--- src/rtl/fse_lms_pkg.sv ---
`default_nettype none
// ============================================================================
// Module   : fse_lms_pkg
// Brief    : Shared FSM encoding, default sizing and width helpers for the
//            FSE LMS coefficient adapter.
// Revision : 1.0 - initial release
// ============================================================================
package fse_lms_pkg;

  typedef enum logic [1:0] {
    S_IDLE    = 2'd0,
    S_UPDATE  = 2'd1,
    S_PUBLISH = 2'd2
  } lms_state_e;

  localparam int c_nb_in     = 8;
  localparam int c_nbf_in    = 5;
  localparam int c_nb_err    = 8;
  localparam int c_nbf_err   = 5;
  localparam int c_n_coeff   = 9;
  localparam int c_nb_coeff  = 7;
  localparam int c_nbf_coeff = 5;
  localparam int c_nb_acc    = 16;
  localparam int c_mu_base   = 2;
  localparam int c_init_ctr  = 1;

  localparam int c_nb_prod   = c_nb_err + c_nb_in;
  localparam int c_nbf_acc   = c_nb_acc - c_nb_coeff + c_nbf_coeff;
  localparam int c_acc_align = c_nbf_acc - (c_nbf_err + c_nbf_in);
  localparam int c_ctr_idx   = c_n_coeff / 2;
  localparam int c_nb_idx    = (c_n_coeff > 1) ? $clog2(c_n_coeff) : 1;

  // Accumulator keeps the coefficient's integer bits, so extra precision is all fraction.
  function automatic int f_acc_frac(input int nb_acc, input int nb_coeff, input int nbf_coeff);
    return nb_acc - nb_coeff + nbf_coeff;
  endfunction

  function automatic int f_idx_bits(input int n);
    return (n > 1) ? $clog2(n) : 1;
  endfunction

endpackage
`default_nettype wire

--- src/rtl/lms_tap_mac.sv ---
`default_nettype none
// ============================================================================
// Module   : lms_tap_mac
// Brief    : Single LMS tap update: err*x, align to accumulator scale, mu
//            shift (floor), saturating add. Shared across taps by the caller.
// Revision : 1.0 - initial release
// ============================================================================
module lms_tap_mac #(
  parameter int NB_IN   = 8,
  parameter int NB_ERR  = 8,
  parameter int NB_ACC  = 16,
  parameter int ALIGN   = 4,
  parameter int MU_BASE = 2
) (
  input  logic signed [NB_ERR-1:0] i_err,
  input  logic signed [NB_IN-1:0]  i_x,
  input  logic        [2:0]        i_mu_sel,
  input  logic signed [NB_ACC-1:0] i_acc,
  output logic signed [NB_ACC-1:0] o_acc
);

  localparam int c_prod_w = NB_ERR + NB_IN;
  localparam int c_term_w = c_prod_w + ((ALIGN > 0) ? ALIGN : 0);
  localparam int c_sum_w  = ((c_term_w > NB_ACC) ? c_term_w : NB_ACC) + 1;

  logic signed [c_prod_w-1:0] w_prod;
  logic signed [c_term_w-1:0] w_aligned;
  logic signed [c_term_w-1:0] w_term;
  logic        [4:0]          w_shamt;
  logic signed [c_sum_w-1:0]  w_sum;
  logic                       w_ovf;

  assign w_prod = c_prod_w'(i_err) * c_prod_w'(i_x);

  if (ALIGN >= 0) begin : g_align_left
    assign w_aligned = c_term_w'(w_prod) <<< ALIGN;
  end else begin : g_align_right
    assign w_aligned = w_prod >>> (-ALIGN);
  end

  assign w_shamt = 5'(MU_BASE) + 5'(i_mu_sel);
  assign w_term  = w_aligned >>> w_shamt;
  assign w_sum   = c_sum_w'(w_term) + c_sum_w'(i_acc);

  // Overflow whenever the bits above the accumulator sign disagree with the true sign.
  assign w_ovf = (w_sum[c_sum_w-1:NB_ACC-1] != {(c_sum_w-NB_ACC+1){w_sum[c_sum_w-1]}});

  always_comb begin
    o_acc = w_sum[NB_ACC-1:0];
    if (w_ovf) begin
      o_acc = w_sum[c_sum_w-1] ? {1'b1, {(NB_ACC-1){1'b0}}} : {1'b0, {(NB_ACC-1){1'b1}}};
    end
  end

endmodule
`default_nettype wire

--- src/rtl/lms_coeff_adapter.sv ---
`default_nettype none
// ============================================================================
// Module   : lms_coeff_adapter
// Brief    : LMS coefficient engine for the FSE. Serial one-tap-per-cycle
//            update per error sample, atomic publish of the coefficient bus.
// Revision : 1.0 - initial release
// ============================================================================
module lms_coeff_adapter
  import fse_lms_pkg::*;
#(
  parameter int NB_IN     = c_nb_in,
  parameter int NBF_IN    = c_nbf_in,
  parameter int NB_ERR    = c_nb_err,
  parameter int NBF_ERR   = c_nbf_err,
  parameter int N_COEFF   = c_n_coeff,
  parameter int NB_COEFF  = c_nb_coeff,
  parameter int NBF_COEFF = c_nbf_coeff,
  parameter int NB_ACC    = c_nb_acc,
  parameter int MU_BASE   = c_mu_base,
  parameter int INIT_CTR  = c_init_ctr
) (
  input  logic                          clk,
  input  logic                          reset,
  input  logic                          i_x_valid,
  input  logic signed [NB_IN-1:0]       i_x,
  input  logic                          i_err_valid,
  input  logic signed [NB_ERR-1:0]      i_err,
  input  logic        [2:0]             i_mu_sel,
  input  logic                          i_freeze,
  output logic                          o_err_ready,
  output logic                          o_err_overrun,
  output logic [N_COEFF*NB_COEFF-1:0]   o_coeff,
  output logic                          o_coeff_valid
);

  localparam int c_acc_frac = f_acc_frac(NB_ACC, NB_COEFF, NBF_COEFF);
  localparam int c_align    = c_acc_frac - (NBF_ERR + NBF_IN);
  localparam int c_center   = N_COEFF / 2;
  localparam int c_idx_w    = f_idx_bits(N_COEFF);

  localparam logic [c_idx_w-1:0]  c_last_idx  = c_idx_w'(N_COEFF - 1);
  localparam logic [NB_ACC-1:0]   c_acc_one   = NB_ACC'(1) << c_acc_frac;
  localparam logic [NB_COEFF-1:0] c_coeff_one = NB_COEFF'(1) << NBF_COEFF;

  lms_state_e r_state;
  lms_state_e w_state_nxt;
  logic       w_accept;
  logic       w_step;
  logic       w_publish;
  logic       w_drop;

  logic signed [NB_IN-1:0]    r_xdl [N_COEFF];
  logic signed [NB_IN-1:0]    r_xs  [N_COEFF];
  logic signed [NB_ACC-1:0]   r_acc [N_COEFF];
  logic        [NB_COEFF-1:0] r_coeff [N_COEFF];
  logic signed [NB_ERR-1:0]   r_err;
  logic        [2:0]          r_mu;
  logic        [c_idx_w-1:0]  r_idx;
  logic                       r_coeff_valid;
  logic                       r_overrun;
  logic signed [NB_ACC-1:0]   w_mac_acc;

  always_ff @(posedge clk or posedge reset) begin
    if (reset) begin
      r_state <= S_IDLE;
    end else begin
      r_state <= w_state_nxt;
    end
  end

  always_comb begin
    w_state_nxt = r_state;
    w_accept    = 1'b0;
    w_step      = 1'b0;
    w_publish   = 1'b0;
    o_err_ready = 1'b0;
    case (r_state)
      S_IDLE: begin
        o_err_ready = 1'b1;
        if (i_err_valid && !i_freeze) begin
          w_accept    = 1'b1;
          w_state_nxt = S_UPDATE;
        end
      end
      S_UPDATE: begin
        w_step = 1'b1;
        if (r_idx == c_last_idx) begin
          w_state_nxt = S_PUBLISH;
        end
      end
      S_PUBLISH: begin
        w_publish   = 1'b1;
        w_state_nxt = S_IDLE;
      end
      default: w_state_nxt = S_IDLE;
    endcase
  end

  assign w_drop = i_err_valid && !i_freeze && (r_state != S_IDLE);

  // The regressor line keeps shifting during an update; the snapshot in r_xs is what taps use.
  always_ff @(posedge clk or posedge reset) begin
    if (reset) begin
      for (int i = 0; i < N_COEFF; i++) begin
        r_xdl[i] <= '0;
      end
    end else if (i_x_valid) begin
      r_xdl[0] <= i_x;
      for (int i = 1; i < N_COEFF; i++) begin
        r_xdl[i] <= r_xdl[i-1];
      end
    end
  end

  always_ff @(posedge clk or posedge reset) begin
    if (reset) begin
      for (int i = 0; i < N_COEFF; i++) begin
        r_xs[i] <= '0;
      end
      r_err <= '0;
      r_mu  <= '0;
      r_idx <= '0;
    end else if (w_accept) begin
      r_xs  <= r_xdl;
      r_err <= i_err;
      r_mu  <= i_mu_sel;
      r_idx <= '0;
    end else if (w_step) begin
      r_idx <= r_idx + c_idx_w'(1);
    end
  end

  lms_tap_mac #(
    .NB_IN   (NB_IN),
    .NB_ERR  (NB_ERR),
    .NB_ACC  (NB_ACC),
    .ALIGN   (c_align),
    .MU_BASE (MU_BASE)
  ) u_mac (
    .i_err    (r_err),
    .i_x      (r_xs[r_idx]),
    .i_mu_sel (r_mu),
    .i_acc    (r_acc[r_idx]),
    .o_acc    (w_mac_acc)
  );

  always_ff @(posedge clk or posedge reset) begin
    if (reset) begin
      for (int i = 0; i < N_COEFF; i++) begin
        r_acc[i]   <= ((INIT_CTR != 0) && (i == c_center)) ? c_acc_one : '0;
        r_coeff[i] <= ((INIT_CTR != 0) && (i == c_center)) ? c_coeff_one : '0;
      end
      r_coeff_valid <= 1'b0;
    end else begin
      r_coeff_valid <= w_publish;
      if (w_step) begin
        r_acc[r_idx] <= w_mac_acc;
      end
      if (w_publish) begin
        for (int i = 0; i < N_COEFF; i++) begin
          r_coeff[i] <= r_acc[i][NB_ACC-1 -: NB_COEFF];
        end
      end
    end
  end

  always_ff @(posedge clk or posedge reset) begin
    if (reset) begin
      r_overrun <= 1'b0;
    end else if (w_drop) begin
      r_overrun <= 1'b1;
    end
  end

  for (genvar gi = 0; gi < N_COEFF; gi++) begin : g_pack
    assign o_coeff[NB_COEFF*(gi+1)-1 -: NB_COEFF] = r_coeff[gi];
  end

  assign o_coeff_valid = r_coeff_valid;
  assign o_err_overrun = r_overrun;

endmodule
`default_nettype wire

--- config.mk ---
export PLATFORM = sky130hd
export DESIGN_NAME = lms_coeff_adapter
export DESIGN_NICKNAME = d
export VERILOG_FILES = /design/src/rtl/fse_lms_pkg.sv /design/src/rtl/lms_tap_mac.sv /design/src/rtl/lms_coeff_adapter.sv
export SDC_FILE = /design/constraint.sdc
export NUM_CORES = 1
export LEC_CHECK = 0
export ABC_AREA = 1
export ABC_CLOCK_PERIOD_IN_PS = 16450
export CORE_UTILIZATION = 55
export CTS_CLUSTER_DIAMETER = 200
export DETAILED_ROUTE_END_ITERATION = 6
export PLACE_DENSITY = 0.75
export RECOVER_POWER = 50
export SYNTH_ARGS = -nofsm -noshare
export SYNTH_HDL_FRONTEND = slang
export SYNTH_SLANG_ARGS = --single-unit
--- constraint.sdc ---
create_clock -name clk -period 16.45 [get_ports clk]
set_clock_uncertainty 0.1 [all_clocks]
set_input_delay 2.4675 -clock clk [delete_from_list [all_inputs] [get_ports clk]]
set_output_delay 2.4675 -clock clk [all_outputs]
set_load 0.05 [all_outputs]
==> run summary <==
Compound-Gate Fraction of Synth Area = 0.1167
Die footprint = 0.03802 mm2
Final worst-path cycle share = 0.6070
Die height = 195.0 um
Post-CTS sizing = 0
CP Capture Type = flip-flop
Post-synthesis sequential area ratio = 0.4521
Worst hold path type = reg2reg
H-tree levels = 2
CTS buffer count = 40
DRT Pass-1 Iters = 7
Hold Path Depth = 2
Vias per Instance = 5.642
Gpl congestion = 0.9193
Sequential Area = 0.009263 mm2
Fin. max-slew vios = 630
CTS Sinks = 370
Row cnt = 70
DRC = 1
Vias = 18010
Largest family of logic cells by synthesized area = simple AND/OR/NAND/NOR gates
RSZ-0062 raised after global routing = no
Post-CTS setup buffers = 0
Final hold vios = 0
Area fraction of the dominant cell type after synthesis = 0.4495
Vias in the first global route = 17760
Syn Inst Count = 2659
Ports = 90
Setup violators final = 0
Main area contributors after synthesis = dfrtp_1 (45%), nand2_1 (18%), o21ai_0 (7.1%)
Die Wd = 195.0 um
Slowest-stage cell, CP = buf_4
Yosys top cell by area = dfrtp_1
Path depth of the worst reg2reg path = 44
Failing checks = DRC, capacitance limit, slew limit
N_diodes = 0
Initial cell density of the core = 0.5596
Synth warn = 0
Area of the multi-input gates = 0.009584 mm2
Status = finished, violations left
Setup_tns = 0 ns
XOR/XNOR Fraction of Synth Area = 0.01026
Slew HR = -3.265
CP Max Fanout = 75
Grt ovf = 0
Root Driver = clkbuf_16
Post-Synth Simple-Gate Area = 0.2519
Skew-Pair Late Insertion Delay = 0.59 ns
Critical path launch point type = flip-flop
Layout cell share with drive strength beyond 1 = 0.04772
HPWL after detailed placement = 38010 um
CP dominant cell by count = nand2_1
Synthesized area = 0.02049 mm2
Data arrival, critical path = 10.35 ns
WP data required = 16.82 ns
First DRT Iteration DRCs = 1832
I/O Buffers = 89
Largest net degree at the start of global routing = 180
Syn nets = 2793
Post-synthesis mux area share = 0.0005497
Routed Antenna Nets = 0
Max-Cap Viols = 8
Nets = 2827
TritonCTS clock tree = done
Wire per inst = 17.93 um
# fillers = 3213
Syn Area/Cell = 7.704 um2
Worst path max stage delay = 0.77 ns
Core Region = 0.03661 mm2
Final wirelength = 57230 um
Reg clk slew, reported paths = 0.07 ns
Crit Path Category = reg2reg
Area grow syn2layout = 12.29%
Synth cell types = 46
First-pass GRT wire length = 93050 um
Gr usage total = 0.3100
Min cycle time layout = 9.985 ns
Least-Margin Pin Slew = 6.397 ns
Fmax = 100.1 MHz
Adder-cell share of the synthesized area = 0.08771
CTS Hold Buffers Added = 0
Antenna violations before repair = 1
CTS Buffer Depth = 3
Yosys reg bits = 370
==> Yosys cell counts (all sizes together) <==
master and n:
dfrtp 368, or2 2, a311oi 1, fa 56, a32o 2, nand4 9, o2111ai 5, a31oi 12
clkinv 13, a22oi 1, o221ai 5, buf 26, nand2 1006, nand2b 1, nand3 94, dfstp 2
xnor2 8, nor2 170, a21oi 66, clkbuf 93, ha 54, o21ai 292, mux2 1, a221oi 22
o22ai 13, xor2 16, o31ai 9, o211ai 2, o21bai 4, nor3 8, and3 1, a31o 1
inv 296
==> state kept, by name (all words and copies together), names as in the netlist <==
signal         flops
r_acc            144
r_mu               3
o_coeff_valid      1
r_state            2
r_err              8
r_xs              72
r_idx              4
o_err_overrun      1
o_coeff           63
r_xdl             72
==> layer usage <==
| metal | GRT usage | vias up | wire, um |
|---|---|---|---|
| met5 | 0 | - | 0 |
| met4 | 0.1146 | 0 | 1894 |
| met3 | 0.06166 | 140 | 4770 |
| met2 | 0.4841 | 764 | 25680 |
| met1 | 0.4307 | 8676 | 24880 |
| li1 | - | 8428 | - |
==> cells by family after synthesis <==
kind of cell / count (synthesis)
multiplexers: 1
XOR/XNOR: 24
AO/OA/AOI/OAI: 435
AND/OR/NAND/NOR: 1291
flip-flops: 370
buffers and inverters: 428
adder cells (fa/ha/maj): 110
==> stage by stage <==
stage                     hold WS [ns]  utilization  area [um2]  worst slack (ns)  cells
after floorplan                 0.3437            -       20490             3.612   2659
after global placement          0.3475       0.5921       21680             6.837   3119
after detailed placement        0.3541       0.5921       21680             6.592   3119
after CTS                       0.3684       0.6294       23040             6.540   3192
after global routing            0.3964       0.6284       23000             5.552   3192
final                           0.3595       0.6284       23000             6.465   3192
==> layout make-up <==
type / count / share of cell area
Multi-Input combinational cell: 1861 / 0.4166
Clock buffer: 57 / 0.04977
Tap cell: 468 / 0.02545
Sequential cell: 370 / 0.4026
Timing Repair Buffer: 111 / 0.04536
Inverter: 309 / 0.05047
Clock inverter: 16 / 0.009681
==> placed cells by master (no fill, tap or decap), types with 6 or more instances in the layout <==
cell type / n
nand2_1: 982
dfrtp_1: 367
o21ai_0: 291
inv_1: 290
nor2_1: 161
nand3_1: 92
a21oi_1: 65
clkdlybuf4s50_1: 62
fa_1: 56
ha_1: 54
clkbuf_16: 40
dlygate4sd3_1: 26
a221oi_1: 22
xor2_1: 16
buf_4: 16
clkbuf_1: 15
nand2_2: 13
clkinv_1: 13
o22ai_1: 13
a31oi_1: 12
nand2_4: 10
nand4_1: 9
o31ai_1: 9
nor2_2: 8
nor3_1: 8
xnor2_1: 8
clkbuf_8: 8
clkinv_2: 6
==> worst max-delay path: cells and delay by family, from the launching register on <==
family | cells | cell delay, ns
flops | 1 | 0.41
simple gates | 24 | 3.23
compound gates | 5 | 1.36
fa+ha+maj | 7 | 3.00
buf+inv | 8 | 1.76
==> path summary, 6_finish.rpt <==
check                                   start       endpoint  slack, ns
worst max-delay path                 r_idx[0]      r_acc[93]       6.46
worst min-delay path            o_err_overrun  o_err_overrun       0.36
min in group asynchronous               reset       r_err[1]       4.17
worst max register to register       r_idx[0]      r_acc[93]       6.46
worst min register to register  o_err_overrun  o_err_overrun       0.36
max in group asynchronous               reset      r_xdl[13]       8.02
Power is not shown: default switching activity piles up to over one toggle a cycle in this logic, so the estimate is an artifact.
